### config.mk
export PLATFORM = sky130hd
export DESIGN_NAME = rv_decode_stage_flat
export DESIGN_NICKNAME = d
export VERILOG_FILES = /design/src/rtl/rv_decode_stage_if.sv /design/src/rtl/rv_decode_stage.sv /design/src/flat_wrapper.sv
export SDC_FILE = /design/constraint.sdc
export NUM_CORES = 1
export LEC_CHECK = 0
export CAP_MARGIN = 20
export CORE_ASPECT_RATIO = 0.75
export CORE_MARGIN = 5
export CORE_UTILIZATION = 40
export DETAILED_ROUTE_END_ITERATION = 6
export PLACE_DENSITY_LB_ADDON = 0.12
export SETUP_SLACK_MARGIN = 0.15
export SYNTH_ARGS = -nofsm -noshare
export SYNTH_HDL_FRONTEND = slang
export SYNTH_SLANG_ARGS = --single-unit
export TNS_END_PERCENT = 1
### constraint.sdc
create_clock -name clk -period 2.56 [get_ports clk]
set_input_delay 0.512 -clock clk [delete_from_list [all_inputs] [get_ports clk]]
set_output_delay 0.512 -clock clk [all_outputs]
set_load 0.02 [all_outputs]
### src/rtl/rv_decode_stage_if.sv
// rv_decode_stage_if: fetch-to-decode and decode-to-execute handshake bundle.
// The decode stage takes the slave modport; the fetch/execute side drives master.
interface rv_decode_stage_if #(parameter int XLEN = 32);
    logic            in_valid, in_ready, flush, out_valid, out_ready, illegal;
    logic [XLEN-1:0] pc_in, ins_in, pc_out, ins_out, imm;
    logic [6:0]      opcode, funct7;
    logic [4:0]      rd, rs1, rs2;
    logic [2:0]      funct3;
    modport master (
        output in_valid, pc_in, ins_in, flush, out_ready,
        input  in_ready, out_valid, pc_out, ins_out, opcode, rd, funct3, rs1, rs2, funct7, imm, illegal
    );
    modport slave (
        input  in_valid, pc_in, ins_in, flush, out_ready,
        output in_ready, out_valid, pc_out, ins_out, opcode, rd, funct3, rs1, rs2, funct7, imm, illegal
    );
endinterface

### src/rtl/rv_decode_stage.sv
// rv_decode_stage: RV32I decode with output + skid register, flush for redirect.
// Optional DECODE_STATS_EN adds stat_issued/stat_illegal dequeue counters.
module rv_decode_stage #(
    parameter int              XLEN     = 32,
    parameter logic [XLEN-1:0] RESET_PC = '0
) (
    input logic clk,
    input logic rst_n,
    rv_decode_stage_if.slave bus
`ifdef DECODE_STATS_EN
    ,
    output logic [31:0] stat_issued,
    output logic [31:0] stat_illegal
`endif
);
    localparam logic [6:0] OP_LOAD   = 7'b0000011;
    localparam logic [6:0] OP_IMM    = 7'b0010011;
    localparam logic [6:0] OP_JALR   = 7'b1100111;
    localparam logic [6:0] OP_SYSTEM = 7'b1110011;
    localparam logic [6:0] OP_STORE  = 7'b0100011;
    localparam logic [6:0] OP_BRANCH = 7'b1100011;
    localparam logic [6:0] OP_LUI    = 7'b0110111;
    localparam logic [6:0] OP_AUIPC  = 7'b0010111;
    localparam logic [6:0] OP_JAL    = 7'b1101111;
    localparam logic [6:0] OP_OP     = 7'b0110011;
    localparam logic [6:0] OP_MISC   = 7'b0001111;

    logic [XLEN-1:0] ins, dec_imm;
    logic [6:0]      op, f7;
    logic            is_i, is_s, is_b, is_u, is_j, known, dec_ill;

    logic            ov, sv;
    logic [XLEN-1:0] pc_r, ins_r, imm_r, pc_s, ins_s, imm_s;
    logic            ill_r, ill_s;
    logic            acc, deq;

    assign ins  = bus.ins_in;
    assign op   = ins[6:0];
    assign f7   = ins[31:25];
    assign is_i = op == OP_LOAD || op == OP_IMM || op == OP_JALR || op == OP_SYSTEM;
    assign is_s = op == OP_STORE;
    assign is_b = op == OP_BRANCH;
    assign is_u = op == OP_LUI || op == OP_AUIPC;
    assign is_j = op == OP_JAL;
    assign known = is_i || is_s || is_b || is_u || is_j || op == OP_OP || op == OP_MISC;

    // Illegal encodings get imm=0 naturally: an unknown opcode matches no format.
    assign dec_imm = is_i ? {{20{ins[31]}}, ins[31:20]} :
                     is_s ? {{20{ins[31]}}, ins[31:25], ins[11:7]} :
                     is_b ? {{19{ins[31]}}, ins[31], ins[7], ins[30:25], ins[11:8], 1'b0} :
                     is_u ? {ins[31:12], 12'b0} :
                     is_j ? {{11{ins[31]}}, ins[31], ins[19:12], ins[20], ins[30:21], 1'b0} :
                     '0;

    assign dec_ill = ins[1:0] != 2'b11 || !known || ins == '0 || ins == '1 ||
                     (op == OP_OP && f7 != 7'b0000000 && f7 != 7'b0100000);

    assign acc = bus.in_valid && bus.in_ready;
    assign deq = ov && bus.out_ready;

    always_ff @(posedge clk or negedge rst_n) begin
        if (!rst_n) begin
            ov <= 1'b0;
            sv <= 1'b0;
        end else if (bus.flush) begin
            ov <= 1'b0;
            sv <= 1'b0;
        end else if (deq && sv) begin
            sv <= 1'b0;
        end else if (acc && (!ov || deq)) begin
            ov <= 1'b1;
        end else if (acc) begin
            sv <= 1'b1;
        end else if (deq) begin
            ov <= 1'b0;
        end
    end

    // Data registers ignore flush; only the valid bits decide what is live.
    always_ff @(posedge clk or negedge rst_n) begin
        if (!rst_n) begin
            pc_r  <= RESET_PC;
            ins_r <= '0;
            imm_r <= '0;
            ill_r <= 1'b0;
            pc_s  <= '0;
            ins_s <= '0;
            imm_s <= '0;
            ill_s <= 1'b0;
        end else if (!bus.flush) begin
            if (deq && sv) begin
                pc_r  <= pc_s;
                ins_r <= ins_s;
                imm_r <= imm_s;
                ill_r <= ill_s;
            end else if (acc && (!ov || deq)) begin
                pc_r  <= bus.pc_in;
                ins_r <= ins;
                imm_r <= dec_imm;
                ill_r <= dec_ill;
            end
            if (acc && ov && !deq) begin
                pc_s  <= bus.pc_in;
                ins_s <= ins;
                imm_s <= dec_imm;
                ill_s <= dec_ill;
            end
        end
    end

`ifdef DECODE_STATS_EN
    always_ff @(posedge clk or negedge rst_n) begin
        if (!rst_n) begin
            stat_issued  <= '0;
            stat_illegal <= '0;
        end else if (deq) begin
            stat_issued  <= stat_issued + 32'd1;
            stat_illegal <= stat_illegal + {31'd0, ill_r};
        end
    end
`endif

    assign bus.in_ready  = !sv;
    assign bus.out_valid = ov;
    assign bus.pc_out    = pc_r;
    assign bus.ins_out   = ins_r;
    assign bus.opcode    = ins_r[6:0];
    assign bus.rd        = ins_r[11:7];
    assign bus.funct3    = ins_r[14:12];
    assign bus.rs1       = ins_r[19:15];
    assign bus.rs2       = ins_r[24:20];
    assign bus.funct7    = ins_r[31:25];
    assign bus.imm       = imm_r;
    assign bus.illegal   = ill_r;
endmodule

### src/flat_wrapper.sv
// flat-port wrapper written by rule: the top's interface ports become plain ports
module rv_decode_stage_flat 
#(
    parameter int              XLEN     = 32,
    parameter logic [XLEN-1:0] RESET_PC = '0
)
  (clk, rst_n, bus_in_valid, bus_pc_in, bus_ins_in, bus_flush, bus_out_ready, bus_in_ready, bus_out_valid, bus_pc_out, bus_ins_out, bus_opcode, bus_rd, bus_funct3, bus_rs1, bus_rs2, bus_funct7, bus_imm, bus_illegal);
  rv_decode_stage_if #(.XLEN(XLEN)) bus_i ();
  input logic clk;
  input logic rst_n;
  input wire logic [$bits(bus_i.in_valid)-1:0] bus_in_valid;
  input wire logic [$bits(bus_i.pc_in)-1:0] bus_pc_in;
  input wire logic [$bits(bus_i.ins_in)-1:0] bus_ins_in;
  input wire logic [$bits(bus_i.flush)-1:0] bus_flush;
  input wire logic [$bits(bus_i.out_ready)-1:0] bus_out_ready;
  output wire logic [$bits(bus_i.in_ready)-1:0] bus_in_ready;
  output wire logic [$bits(bus_i.out_valid)-1:0] bus_out_valid;
  output wire logic [$bits(bus_i.pc_out)-1:0] bus_pc_out;
  output wire logic [$bits(bus_i.ins_out)-1:0] bus_ins_out;
  output wire logic [$bits(bus_i.opcode)-1:0] bus_opcode;
  output wire logic [$bits(bus_i.rd)-1:0] bus_rd;
  output wire logic [$bits(bus_i.funct3)-1:0] bus_funct3;
  output wire logic [$bits(bus_i.rs1)-1:0] bus_rs1;
  output wire logic [$bits(bus_i.rs2)-1:0] bus_rs2;
  output wire logic [$bits(bus_i.funct7)-1:0] bus_funct7;
  output wire logic [$bits(bus_i.imm)-1:0] bus_imm;
  output wire logic [$bits(bus_i.illegal)-1:0] bus_illegal;
  assign bus_i.in_valid = bus_in_valid;
  assign bus_i.pc_in = bus_pc_in;
  assign bus_i.ins_in = bus_ins_in;
  assign bus_i.flush = bus_flush;
  assign bus_i.out_ready = bus_out_ready;
  assign bus_in_ready = bus_i.in_ready;
  assign bus_out_valid = bus_i.out_valid;
  assign bus_pc_out = bus_i.pc_out;
  assign bus_ins_out = bus_i.ins_out;
  assign bus_opcode = bus_i.opcode;
  assign bus_rd = bus_i.rd;
  assign bus_funct3 = bus_i.funct3;
  assign bus_rs1 = bus_i.rs1;
  assign bus_rs2 = bus_i.rs2;
  assign bus_funct7 = bus_i.funct7;
  assign bus_imm = bus_i.imm;
  assign bus_illegal = bus_i.illegal;
  rv_decode_stage #(.XLEN(XLEN), .RESET_PC(RESET_PC)) u_core (.clk(clk), .rst_n(rst_n), .bus(bus_i));
endmodule
==> summary.md <==
| Metric | Value |
|---|---|
| Outcome | `finished clean` |
| Number of flops mapped to enable cells by yosys | `0` |
| Number of antenna violations at the first check in global routing | `0` |
| Post-place instance area | `11200 um2` |
| Register-to-Register Path Depth | `6` |
| Worst hold-check path type | `in2async` |
| Delay of the slowest critical-path stage | `0.70 ns` |
| Overall Global Routing Usage | `19.8%` |
| R2r setup slk | `0.53 ns` |
| Drt initial violations | `584` |
| Maximum level of the CTS H-tree | `4` |
| Unrepaired setup endpoints after global routing | `no` |
| Origin of the critical flop-to-flop path | `u_core.bus.out_valid` |
| Number of buffers created by CTS | `17` |
| Net count after synthesis | `1075` |
| Register area | `4900 um2` |
| Cell type group with the largest total delay on the critical path | `buffers and inverters` |
| Netlist cell types | `51` |
| Startpoint type of the worst setup path | `register` |
| Number of detailed-routing iterations run before antenna repair | `5` |
| Syn-to-layout area delta | `33.0%` |
| Maximum number of pins on one net before global-route repair | `91` |
| Clock slew at reported path FFs | `0.08 ns` |
| Kind of capture point of the worst setup path | `primary output` |
| Ant diodes | `0` |
| Multiplexer area fraction after synthesis | `0.579%` |
| Number of max-capacitance violations reported | `0` |
| Setup clock skew after layout | `0.0136 ns` |
| GPL Wtd Cong | `0.844` |
| Die H | `139 um` |
| Buffers added on ports | `199` |
| Share of the clock period used by the worst path | `85.9%` |
| Post_cts resized | `0` |
| Latest clock arrival within the worst-skew pair | `0.44 ns` |
| Post-Synthesis Cell Area | `8860 um2` |
| Fillcell total | `1992` |
| Total number of placement rows | `47` |
| Async S/R FF share, synth | `100%` |
| Synthesized-area fraction occupied by ao, oa, aoi and oai cells | `13.2%` |
| Max VDD drop | `0.457 mV` |
| Number of storage elements in the synthesis netlist | `196` |
| Combined area of the multi-input logic cells | `3360 um2` |
| Drc violations | `0` |
| Final antenna-violating net count | `0` |
| Cell breakdown of the critical path | `clkdlybuf4s50_1` |
| Area share of fa/ha/maj cells after synthesis | `0%` |
| Wire length per cell | `17.0 um` |
| Share of final-layout standard cells stronger than drive strength 1 | `9.37%` |
| Critical path class | `reg2out` |
| Vias after detailed routing | `7481` |
| Static Leakage | `5.23 nW` |
| Half-perimeter wire length after detailed placement | `17.0 mm` |
| Min Clock Period, post-route | `2.20 ns` |
| Count of synthesis-stage warnings from yosys | `0` |
| Largest fanout on the critical path | `9` |
| Post-Syn Instances | `1006` |
| Clock tree from TritonCTS | `done` |
| Fraction of the mapped netlist area in simple logic gates | `23.8%` |
| Sequential share of the synthesized area | `55.3%` |
| Detailed-route vias per instance | `5.06` |
| Post-layout instance area | `11800 um2` |
| Routed wire length | `25.1 mm` |
| Combinational family with the most area after synthesis | `simple AND/OR/NAND/NOR gates` |
| I/O pin cnt | `200` |
| Maximum achievable frequency | `455 MHz` |
| Worst path required time | `2.05 ns` |
| Number of clock sinks seen by CTS | `196` |
| Number of standard cells in the layout, taps in and fillers out | `1479` |
| Effective utilization at floorplan | `40.4%` |
| Total grt overflow | `0` |
| Setup repair bufs after CTS | `0` |
| Number of global-route vias before repair | `7164` |
| Net count, final | `1241` |
| Die extent in x | `182 um` |
| Crit path buf inv count | `1` |
| Transition at the pin with the smallest max-transition slack | `0.589 ns` |
| Critical-path cell with the highest stage delay | `sky130_fd_sc_hd__clkdlybuf4s50_1` |
| Cell chosen for the clock root | `sky130_fd_sc_hd__clkbuf_16` |
| Worst endpoint data arrival time | `1.69 ns` |
| Setup violation total in the final timing report | `0` |
| Total count of hold-check failures in the final report | `0` |
| Crit Reg-Reg Endpoint | `u_core.bus.imm[15]` |
| Placed insts | `1447` |
| Hold buffer count at cts | `0` |
| Worst slew slack as a fraction of its limit | `60.7%` |
| Power per Cell Area | `782 nW/um2` |
| Die footprint | `25300 um2` |
| Area share of xor/xnor cells in the synthesized design | `0%` |
| Final core utilization | `53.7%` |
| Count of pins over their slew limit | `0` |
| First-pass GRT wire length | `40.5 mm` |
| Core box area | `21900 um2` |
| Per-instance average area after synthesis | `8.81 um2` |
| Prevailing post-synth register cell | `sky130_fd_sc_hd__dfrtp_1` |
| CTS Buffer Depth | `2` |
==> synth_stat cells (6+ instances only) <==
cell type / n / share of area [%]
sky130_fd_sc_hd__a21oi_1: 16 / 0.90
sky130_fd_sc_hd__a221oi_1: 10 / 0.99
sky130_fd_sc_hd__a221oi_2: 10 / 1.7
sky130_fd_sc_hd__a31oi_1: 85 / 6.0
sky130_fd_sc_hd__buf_2: 36 / 2.0
sky130_fd_sc_hd__buf_4: 37 / 3.1
sky130_fd_sc_hd__clkbuf_1: 27 / 1.1
sky130_fd_sc_hd__dfrtp_1: 196 / 55
sky130_fd_sc_hd__inv_1: 12 / 0.51
sky130_fd_sc_hd__nand2_1: 362 / 15
sky130_fd_sc_hd__nand3_1: 8 / 0.45
sky130_fd_sc_hd__nor2_1: 128 / 5.4
sky130_fd_sc_hd__nor2b_1: 6 / 0.42
sky130_fd_sc_hd__o21ai_0: 17 / 0.96
==> cell usage in the layout (no fill, tap or decap), types with 3 or more instances in the layout <==
cell,n
sky130_fd_sc_hd__nor2_2,3
sky130_fd_sc_hd__a221oi_2,10
sky130_fd_sc_hd__inv_6,4
sky130_fd_sc_hd__nand3_1,7
sky130_fd_sc_hd__a31oi_1,85
sky130_fd_sc_hd__inv_8,3
sky130_fd_sc_hd__mux2i_1,4
sky130_fd_sc_hd__o221ai_1,4
sky130_fd_sc_hd__clkbuf_16,17
sky130_fd_sc_hd__clkdlybuf4s50_1,198
sky130_fd_sc_hd__inv_1,12
sky130_fd_sc_hd__a21oi_1,16
sky130_fd_sc_hd__buf_4,40
sky130_fd_sc_hd__o21ai_0,17
sky130_fd_sc_hd__a221oi_1,10
sky130_fd_sc_hd__dfrtp_1,196
sky130_fd_sc_hd__nor2_1,128
sky130_fd_sc_hd__nor2b_1,6
sky130_fd_sc_hd__clkbuf_8,3
sky130_fd_sc_hd__buf_12,10
sky130_fd_sc_hd__nand2_1,362
==> worst register-to-register path, cell delays in order (launching register included) <==
cell	delay, ns
sky130_fd_sc_hd__dfrtp_1	0.56
sky130_fd_sc_hd__nand2_1	0.16
sky130_fd_sc_hd__a221oi_4	0.40
sky130_fd_sc_hd__buf_4	0.25
sky130_fd_sc_hd__buf_12	0.27
sky130_fd_sc_hd__nor2_1	0.09
sky130_fd_sc_hd__a221oi_1	0.21
==> stage by stage <==
| stage | hold slack, ns | setup slack, ns | setup TNS (ns) | power (mW) |
|---|---|---|---|---|
| global placement | 0.446 | -0.0134 | -0.0134 | 6.45 |
| floorplan | 0.216 | 0.774 | 0 | 5.39 |
| CTS | 0.0849 | 0.329 | 0 | 9.32 |
| detailed placement | 0.459 | -0.00824 | -0.0152 | 6.49 |
| finish | 0.0678 | 0.361 | 0 | 9.22 |
| global route | 0.115 | 0.281 | 0 | 9.72 |
==> per-layer routing <==
layer  up-vias  global-route usage (%)  wire [um]
li1       3637                       -          -
met1      3586                    29.7      12300
met2       234                    28.5      10700
met3        24                    4.90       1750
met4         0                    5.61        412
met5         -                       0          0
==> power by group <==
group | switching, mW | internal [mW] | total (mW)
combinational | 1.21 | 1.11 | 2.31
sequential | 0.386 | 3.71 | 4.10
clock | 1.28 | 1.53 | 2.80
==> flip-flops by register name (all words and copies together) (netlist names) <==
signal	flops
u_core.bus.illegal	1
u_core.bus.imm	32
u_core.bus.ins_out	32
u_core.bus.out_valid	1
u_core.bus.pc_out	32
u_core.ill_s	1
u_core.imm_s	32
u_core.ins_s	32
u_core.pc_s	32
u_core.sv	1
==> final cells by class <==
| class | instances | area share (%) |
|---|---|---|
| well taps | 294 | 3.12 |
| flip-flops and latches | 196 | 41.6 |
| inverters | 12 | 0.382 |
| clock buffers | 19 | 3.84 |
| clock inverters | 13 | 1.34 |
| repair buffers | 249 | 21.2 |
| multi-input cells | 696 | 28.5 |
==> worst max-delay path by stage <==
stage	endpoint	cells past startpoint	slack, ns	start
3_5_place_dp	u_core.bus.imm[30]	6	-0.008	bus_ins_in[6]
5_1_grt	u_core.imm_s[29]	7	0.28	bus_ins_in[6]
6_report	bus_out_valid	1	0.36	u_core.bus.out_valid
3_3_place_gp	u_core.bus.imm[30]	6	-0.01	bus_ins_in[6]
2_1_floorplan	u_core.bus.imm[0]	6	0.77	bus_ins_in[6]
4_1_cts	bus_out_valid	1	0.33	u_core.bus.out_valid
==> cell families after synthesis <==
| kind of cell | Yosys count |
|---|---|
| buffers and inverters | 114 |
| and+or+nand+nor | 530 |
| AOI/OAI and AO/OA | 161 |
| DFF | 196 |
| muxes | 5 |
Note: power is estimated with default switching activity, not from simulation.
